### config.mk
export PLATFORM = sky130hd
export DESIGN_NAME = spix_burst
export DESIGN_NICKNAME = d
export VERILOG_FILES = /design/src/rtl/spix_pkg.sv /design/src/rtl/spix_shreg.sv /design/src/rtl/spix_burst.sv
export SDC_FILE = /design/constraint.sdc
export NUM_CORES = 1
export LEC_CHECK = 0
export ABC_AREA = 1
export CAP_MARGIN = 20
export CORE_MARGIN = 2
export CORE_UTILIZATION = 50
export CTS_CLUSTER_SIZE = 8
export DETAILED_ROUTE_END_ITERATION = 10
export GPL_TIMING_DRIVEN = 0
export PLACE_DENSITY = 0.78
export SKIP_CTS_REPAIR_TIMING = 1
export SYNTH_ARGS = -nofsm -noshare
export SYNTH_HDL_FRONTEND = slang
export SYNTH_SLANG_ARGS = --single-unit
export TNS_END_PERCENT = 50
### constraint.sdc
create_clock -name CLK -period 4.85 [get_ports CLK]
set_input_delay 0.485 -clock CLK [delete_from_list [all_inputs] [get_ports CLK]]
set_output_delay 0.485 -clock CLK [all_outputs]
set_load 0.05 [all_outputs]
### src/rtl/spix_pkg.sv
// Shared encodings for the SPI burst slave: instruction codes, FSM states and a
// constant clog2 helper used to size address and bit-count fields.
package spix_pkg;

   typedef enum logic [1:0] {
      InsNop      = 2'b00,
      InsRead     = 2'b01,
      InsWrite    = 2'b10,
      InsReadback = 2'b11
   } ins_e;

   typedef enum logic [2:0] {
      StCmd,
      StAddr,
      StWdata,
      StRdata,
      StIgnore
   } state_e;

   localparam int unsigned CmdBits = 2;

   function automatic int unsigned clog2(input int unsigned value);
      int unsigned res;
      res = 0;
      while ((64'd1 << res) < 64'(value)) res++;
      return res;
   endfunction

endpackage

### src/rtl/spix_shreg.sv
// Word-wide shift register: parallel load has priority over a left shift that
// takes in one serial bit; the MSB is the serial output.
module spix_shreg #(
   parameter int unsigned WIDTH = 8
) (
   input  logic             clk,
   input  logic             rst,
   input  logic             load,
   input  logic [WIDTH-1:0] load_val,
   input  logic             shift,
   input  logic             sin,
   output logic [WIDTH-1:0] q,
   output logic             msb
);

   always_ff @(posedge clk) begin
      if (rst) begin
         q <= '0;
      end else if (load) begin
         q <= load_val;
      end else if (shift) begin
         q <= {q[WIDTH-2:0], sin};
      end
   end

   assign msb = q[WIDTH-1];

endmodule

### src/rtl/spix_burst.sv
// SPI slave with burst register writes, input-word reads and register readback.
// CLK doubles as the serial clock; DOUT is gated low whenever DOE is low.
module spix_burst
   import spix_pkg::*;
#(
   parameter int unsigned REGISTERS = 8,
   parameter int unsigned INPUTS    = 6,
   parameter int unsigned SWORD     = 8
) (
   input  logic                       CLK,
   input  logic                       RST,
   input  logic                       CEB,
   input  logic                       DATA,
   output logic                       DOUT,
   output logic                       DOE,
   output logic [REGISTERS*SWORD-1:0] R,
   output logic [REGISTERS-1:0]       WSTB,
   input  logic [INPUTS*SWORD-1:0]    RD,
   output logic [INPUTS-1:0]          RSTB
);

   localparam int unsigned MaxWords = (REGISTERS > INPUTS) ? REGISTERS : INPUTS;
   localparam int unsigned AW = (clog2(MaxWords) > 1) ? clog2(MaxWords) : 1;
   localparam int unsigned CW = clog2(SWORD + AW + CmdBits);

   state_e               state_q, state_d;
   ins_e                 instr_q, instr_d;
   logic [AW-1:0]        addr_q, addr_d, addr_in, fetch_addr;
   logic [CW-1:0]        cnt_q, cnt_d;
   logic                 armed_q, armed_d;
   logic                 doe_q, doe_d;
   logic [SWORD-1:0]     reg_q [REGISTERS];
   logic [SWORD-1:0]     reg_d [REGISTERS];
   logic [SWORD-1:0]     rd_word [INPUTS];
   logic [REGISTERS-1:0] wstb_q, wstb_d;
   logic [INPUTS-1:0]    rstb_q, rstb_d;

   logic             rx_load, rx_shift, tx_load, tx_shift, fetch, tx_msb;
   logic [SWORD-1:0] rx_q, rx_word, tx_val, tx_q_unused;
   logic             rx_msb_unused, rx_top_unused;

   for (genvar i = 0; i < REGISTERS; i++) begin : g_r
      assign R[i*SWORD +: SWORD] = reg_q[i];
   end
   for (genvar i = 0; i < INPUTS; i++) begin : g_rd
      assign rd_word[i] = RD[i*SWORD +: SWORD];
   end

   function automatic logic [AW-1:0] next_addr(input logic [AW-1:0] a, input int unsigned lim);
      return (32'(a) == lim - 1) ? '0 : a + 1'b1;
   endfunction

   assign addr_in       = AW'({addr_q, DATA});
   assign rx_word       = {rx_q[SWORD-2:0], DATA};
   assign rx_top_unused = rx_q[SWORD-1];

   always_comb begin
      state_d    = state_q;
      instr_d    = instr_q;
      addr_d     = addr_q;
      cnt_d      = cnt_q;
      armed_d    = armed_q;
      doe_d      = doe_q;
      reg_d      = reg_q;
      wstb_d     = '0;
      rstb_d     = '0;
      rx_load    = 1'b0;
      rx_shift   = 1'b0;
      tx_load    = 1'b0;
      tx_shift   = 1'b0;
      tx_val     = '0;
      fetch      = 1'b0;
      fetch_addr = addr_q;
      if (CEB) begin
         state_d = StCmd;
         cnt_d   = '0;
         doe_d   = 1'b0;
         armed_d = 1'b1;
         rx_load = 1'b1;
         tx_load = 1'b1;
      end else if (armed_q) begin
         unique case (state_q)
            StCmd: begin
               instr_d = ins_e'({instr_q[0], DATA});
               if (cnt_q == CW'(CmdBits - 1)) begin
                  cnt_d   = '0;
                  state_d = StAddr;
               end else begin
                  cnt_d = cnt_q + 1'b1;
               end
            end
            StAddr: begin
               addr_d = addr_in;
               if (cnt_q == CW'(AW - 1)) begin
                  cnt_d = '0;
                  unique case (instr_q)
                     InsWrite: state_d = StWdata;
                     InsRead, InsReadback: begin
                        state_d    = StRdata;
                        fetch      = 1'b1;
                        fetch_addr = addr_in;
                        doe_d      = 1'b1;
                     end
                     InsNop: state_d = StIgnore;
                  endcase
               end else begin
                  cnt_d = cnt_q + 1'b1;
               end
            end
            StWdata: begin
               rx_shift = 1'b1;
               if (cnt_q == CW'(SWORD - 1)) begin
                  cnt_d = '0;
                  if (32'(addr_q) < REGISTERS) begin
                     reg_d[addr_q]  = rx_word;
                     wstb_d[addr_q] = 1'b1;
                  end
                  addr_d = next_addr(addr_q, REGISTERS);
               end else begin
                  cnt_d = cnt_q + 1'b1;
               end
            end
            StRdata: begin
               if (cnt_q == CW'(SWORD - 1)) begin
                  cnt_d      = '0;
                  addr_d     = next_addr(addr_q, (instr_q == InsRead) ? INPUTS : REGISTERS);
                  fetch      = 1'b1;
                  fetch_addr = addr_d;
               end else begin
                  cnt_d    = cnt_q + 1'b1;
                  tx_shift = 1'b1;
               end
            end
            StIgnore: ;
            default: state_d = StCmd;
         endcase
      end
      // Readback samples reg_d so a write landing on the same edge is visible.
      if (fetch) begin
         tx_load = 1'b1;
         if (instr_q == InsRead) begin
            if (32'(fetch_addr) < INPUTS) begin
               tx_val             = rd_word[fetch_addr];
               rstb_d[fetch_addr] = 1'b1;
            end
         end else if (32'(fetch_addr) < REGISTERS) begin
            tx_val = reg_d[fetch_addr];
         end
      end
   end

   always_ff @(posedge CLK) begin
      if (RST) begin
         state_q <= StCmd;
         instr_q <= InsNop;
         addr_q  <= '0;
         cnt_q   <= '0;
         armed_q <= 1'b0;
         doe_q   <= 1'b0;
         wstb_q  <= '0;
         rstb_q  <= '0;
         for (int i = 0; i < REGISTERS; i++) reg_q[i] <= '0;
      end else begin
         state_q <= state_d;
         instr_q <= instr_d;
         addr_q  <= addr_d;
         cnt_q   <= cnt_d;
         armed_q <= armed_d;
         doe_q   <= doe_d;
         wstb_q  <= wstb_d;
         rstb_q  <= rstb_d;
         for (int i = 0; i < REGISTERS; i++) reg_q[i] <= reg_d[i];
      end
   end

   spix_shreg #(.WIDTH(SWORD)) u_rx (
      .clk      (CLK),
      .rst      (RST),
      .load     (rx_load),
      .load_val ('0),
      .shift    (rx_shift),
      .sin      (DATA),
      .q        (rx_q),
      .msb      (rx_msb_unused)
   );

   spix_shreg #(.WIDTH(SWORD)) u_tx (
      .clk      (CLK),
      .rst      (RST),
      .load     (tx_load),
      .load_val (tx_val),
      .shift    (tx_shift),
      .sin      (1'b0),
      .q        (tx_q_unused),
      .msb      (tx_msb)
   );

   assign DOUT = doe_q & tx_msb;
   assign DOE  = doe_q;
   assign WSTB = wstb_q;
   assign RSTB = rstb_q;

endmodule

# After elaboration in Yosys (flattened, before gate mapping)
# Index checks and enable logic that the tools add are counted.
# totals
ramBits,0
latchBits,0
reg_bits,107
in_bits,52
romBits,0
n_memories,0
out_inout_bits,80
# classes
shift,0
n_div,0
n_mul,0
add_sub_neg,3
n_eq_ne,15
mux,56
reduce_logical,20
n_lt_le_gt_ge,8
bitwise,11
# ops
op,count
64-bit two-way mux,4
8-bit two-way mux,10
64-bit bitwise mux,1
8-bit binary-select mux with 3-bit select,2
3-bit by 32-bit == test with 1-bit output,1
3-bit two-way mux,10
3-bit case mux with 3 select lines,3
8-bit demux with 3-bit select,1
1-bit two-way mux,16
4-bit two-way mux,4
4-bit case mux with 3 select lines,1
4-bit AND reduction,3
4-bit >= comparator (second input constant),2
3-bit by 4-bit less-than comparator with 1-bit output (second input constant),2
1-bit inverter,8
3-bit inverter with 4-bit output,2
2-bit OR reduction,4
1-bit demux with 3-bit select,2
3-bit by 2-bit == test with 1-bit output (second input constant),2
3-bit == test (second input constant),2
3-bit by 1-bit >= comparator with 1-bit output (second input constant),2
2-bit inequality test (second input constant),3
3-bit case mux with 2 select lines,1
3-bit nonzero test,2
other kinds (22),25

# Depth between registers and ports, before layout
# logic_depth
ltp_word,17
ltp_mapped,20
ltp_nobuf,18

# Hierarchy
# Synthesis repeated with hierarchy kept, for this count alone.
# unflattened
hier_cells,1024
hier_area_um2,6169.7
# modules_own_cells
mod,n_inst,cells_per_inst,area_each_um2,seq_area_each_um2
spix_burst,1,896,5331.4,1841.8
spix_shreg,2,64,419.2,160.2

# Worst setup path after synthesis
# Ideal clock, no wire load.
# synth_path
path_type,register to register
from,register cnt_q[0]
to,register u_tx.q[5]
t_arrival_ns,1.930
path_buffers,2
path_stages_with_launch,17
t_required_ns,4.731
path_slack_ns,2.801
cell_sequence,dfxtp_1 -> ha_1 -> nand3_4 -> nor2_4 -> buf_4 -> buf_4 -> nand4_1 -> nand2_1 -> nand3_1 -> nand2_1 -> nand2_1 -> nand2_1 -> nand2_1 -> nand2_1 -> nand2_1 -> nand3_1 -> a21oi_1
# synth_via
elab_chain_len,13
elab_cells_between_ends,34
# synth_lines
item,line_no,source
start: declaration,spix_burst.sv:29,"logic [CW-1:0] cnt_q, cnt_d;"
start signal: assignment,spix_burst.sv:167,cnt_q <= cnt_d;
4-bit by 3-bit == test with 1-bit output or 4-bit by 2-bit == test with 1-bit output (tied branches),"spix_burst.sv:112, spix_burst.sv:124, spix_burst.sv:94",
"3-bit two-way mux, on equally long branches",--,
3-bit case mux with 2 select lines,spix_burst.sv:82,unique case (state_q)
3-bit two-way mux,spix_burst.sv:81,end else if (armed_q) begin
3-bit two-way mux,spix_burst.sv:74,if (CEB) begin
3-bit inverter with 4-bit output (not written as such),"spix_burst.sv:143, spix_burst.sv:147",
8-bit binary-select mux with 3-bit select,spix_burst.sv:143,tx_val = rd_word[fetch_addr];
8-bit two-way mux (not written as such) (2 in a row),spix_burst.sv:143,
8-bit two-way mux,spix_burst.sv:142,if (32'(fetch_addr) < INPUTS) begin
8-bit two-way mux,spix_burst.sv:141,if (instr_q == InsRead) begin
8-bit two-way mux,spix_burst.sv:139,if (fetch) begin
8-bit two-way mux,spix_shreg.sv:19,end else if (load) begin
end signal: assignment,spix_shreg.sv:20,q <= load_val;
end signal: assignment,spix_shreg.sv:22,"q <= {q[WIDTH-2:0], sin};"
end: declaration,spix_shreg.sv:12,"output logic [WIDTH-1:0] q,"
# Parallel ways exist; a longest one is shown, timed or not. The select of a mux whose other input is x is not followed.
# A chain may end at the register's enable or synchronous reset.

# Final worst setup path
# layout_path
from,input CEB
to,register u_tx.q[7]
# layout_via
elab_chain_len,9
elab_cells_between_ends,19
# layout_lines
item,line_no,source
start: declaration,spix_burst.sv:12,"input logic CEB,"
3-bit two-way mux,spix_burst.sv:74,
3-bit inverter with 4-bit output (not written as such),"spix_burst.sv:143, spix_burst.sv:147",
8-bit binary-select mux with 3-bit select,spix_burst.sv:143,
8-bit two-way mux (not written as such) (2 in a row),spix_burst.sv:143,
8-bit two-way mux,spix_burst.sv:142,
8-bit two-way mux,spix_burst.sv:141,
8-bit two-way mux,spix_burst.sv:139,
8-bit two-way mux,spix_shreg.sv:19,
# Parallel ways exist; a longest one is shown, timed or not. The select of a mux whose other input is x is not followed.

==> impl_metrics.yaml <==
run_status:
  status: "finished clean"
power_and_ir_drop:
  p_per_area_mw_per_mm2: 218.0
  ir_drop_mv: 0.1445
  leakagePower_uw: 0.003833
  totalPowerFinal_uw: 1779
timing:
  max_freq_ghz: 0.3502
  fin_hold_ws_ps: 477.5
  slew_violations: 0
  rsz0062_at_grt: "no"
  slew_headroom: 0.4416
  final-hold-violation-count: 0
  report.final.setup_viol: 0
  finalSetupTns_ps: 0
  worst_slew_pin_slew_ps: 834.5
  post-route-min-period_ps: 2855
  period_share: 0.5887
  skew_ps: 8.433
synth:
  synth_area_leaders: "dfxtp_1 (34%), nand2_1 (23%), nand3_1 (8.7%), inv_1 (7.8%), nor2_1 (5.7%)"
  synth_top_area_frac: 0.3371
  ys.flop_type: "dfxtp_1"
  synth_warnings: 0
  syn_nets: 1115
  synth_area_per_cell_um2: 6.005
  synth_cell_types: 34
  yosysTopAreaCell: "dfxtp_1"
  synth_cells: 1058
  synth_edf_count: 0
  syn_area_mm2: 0.006354
  seq_area_frac_synth: 0.3371
  ys_async_sr_fraction: 0
  synth_seq_cells: 107
worst_setup_path:
  cp-start-kind: "input pin"
  critPathSlowestCell: "clkdlybuf4s50_1"
  crit_top_cell: "nand2_1"
  path_class: "in -> reg"
  critPathRequiredTime_ps: 5100
  end_kind: "flip-flop"
  cp_slowest_stage_delay_ps: 510
  path_cells: "clkdlybuf4s50_1 > inv_2 > nand2_2 > nor2_2 > nand2_1 > buf_2 > o21ai_1 > nand3_1 > nand2_1 > nand2_1 > nand2_1 > nand2_1 > nand2_1 > nand2_1 > nand3_1 > a21oi_1"
  cp_max_fo: 10
  worst_ep_arrival_time_ps: 3110
clock_tree:
  path_clk_slew_ps: 70
  cts.sinks: 107
  clkLatencyLatePin_ps: 360
  root_buffer: "clkbuf_16"
  cts_buffer_depth: 2
  cts_tree: "done"
  htreeDepth: 3
  numCtsBuffers: 9
place:
  placed_area_mm2: 0.007870
  gp_congestion: 0.9399
  port-buffer-count: 130
  dp_hpwl_mm: 15.78
final_layout:
  layout-drive-gt1-share: 0.06899
  nNetsFinal: 1256
  n_antenna_cell: 0
  design_area_mm2: 0.008163
  area.growth.synth_to_final_pct: 28.48
grt:
  antenna_found_initial: 0
  grt.total_usage: 0.3069
  grt_max_degree: 17
  first_global_vias: 6250
  grt-ovfl-total: 0
  grt_pass1_wl_mm: 32.03
routing:
  first_iter_violations: 620
  ant_nets: 0
  firstDrtPassIters: 5
  viasPerCell: 5.211
  drc: 0
  wl_mm: 20.72
  wire_per_inst_um: 15.07
  vias: 7165
floorplanning:
  initial_utilization: 0.5076
  die_area_mm2: 0.01362
  core_area_mm2: 0.01252
  die_h_um: 116.7
  die_w_um: 116.7
  boundaryPins: 132
  rows: 41
hold_path:
  hold_class: "reg -> reg"
job:
  max-cap-violations: 0
sequential cells by signal (all words and copies together), names as in the netlist, 3 cells and up:
signal,flops
RSTB,6
addr_q,3
R,64
state_q,3
u_tx.q,8
u_rx.q,7
cnt_q,4
WSTB,8
kinds of logic after synthesis:
logic type | count (synthesis) | share of synthesized area
compound gates | 105 | 0.08724
fa+ha+maj | 5 | 0.009846
buf+inv | 190 | 0.1235
flops | 107 | 0.3371
simple gates | 651 | 0.4423
stage by stage:
step / instances / setup slack [ps] / util
after floorplan: 1058 / 2801 / -
after global placement: 1360 / 1683 / 0.6287
after detailed placement: 1360 / 1675 / 0.6287
after CTS: 1375 / 2043 / 0.6521
after global routing: 1375 / 1774 / 0.6521
final: 1375 / 1995 / 0.6521
power breakdown:
part           switching, µW  total (µW)  internal [µW]
clock                    341         755            415
sequential              5.33         889            884
combinational           73.8         135           60.9
total                    420        1780           1360
critical path: cells and delay by family:
kind	cells	cell delay (ps)
and+or+nand+nor	11	1340
AOI/OAI and AO/OA	2	390
buffers and inverters	3	870
layer usage:
metal  global-route usage  wire length (µm)  share of wire
met5                    0                 0              0
met4               0.1420               771          0.037
met3              0.04722              1751          0.084
met2               0.5098              9665           0.47
met1               0.3926              8536           0.41
cell type report:
type / instances / area [µm²]
Buffer: 50 / 256.5
Clock buffer: 12 / 246.5
Clock inverter: 3 / 46.29
Fill cell: 1260 / 4354
Inverter: 140 / 528.0
Multi-Input combinational cell: 761 / 3427
Sequential cell: 107 / 2142
Tap cell: 172 / 215.2
Timing Repair Buffer: 130 / 1301
cell usage after synthesis (8+ instances only):
cell type	instances
nor2_1	96
dfxtp_1	107
nand2_2	8
clkbuf_1	15
inv_1	132
o21ai_1	22
nand2_1	381
buf_2	24
a21oi_1	35
nand3_1	110
o21ai_0	36
nand4_1	27
worst paths after layout:
path | from | end | slack (ps) | cells past startpoint
setup / recovery | CEB | u_tx.q[7]$_SDFFE_PP0P_ | 1990 | 16
hold / removal | u_tx.q[0]$_SDFFE_PP0P_ | u_tx.q[0]$_SDFFE_PP0P_ | 480 | 2
setup reg to reg | cnt_q[0]$_SDFFE_PP0P_ | u_tx.q[5]$_SDFFE_PP0P_ | 2110 | 16
hold reg to reg | u_tx.q[0]$_SDFFE_PP0P_ | u_tx.q[0]$_SDFFE_PP0P_ | 480 | 2
cell usage in the layout, fill, tap and decap left out, types with 24 or more instances in the layout:
cell	netlist	routed
nor2_1	96	96
nand3_1	110	110
nand2_1	381	381
dfxtp_1	107	107
inv_1	132	132
o21ai_0	36	36
nand4_1	27	27
clkdlybuf4s50_1	0	130
buf_2	24	24
a21oi_1	35	35
Note: power is estimated with default switching activity, not from simulation.
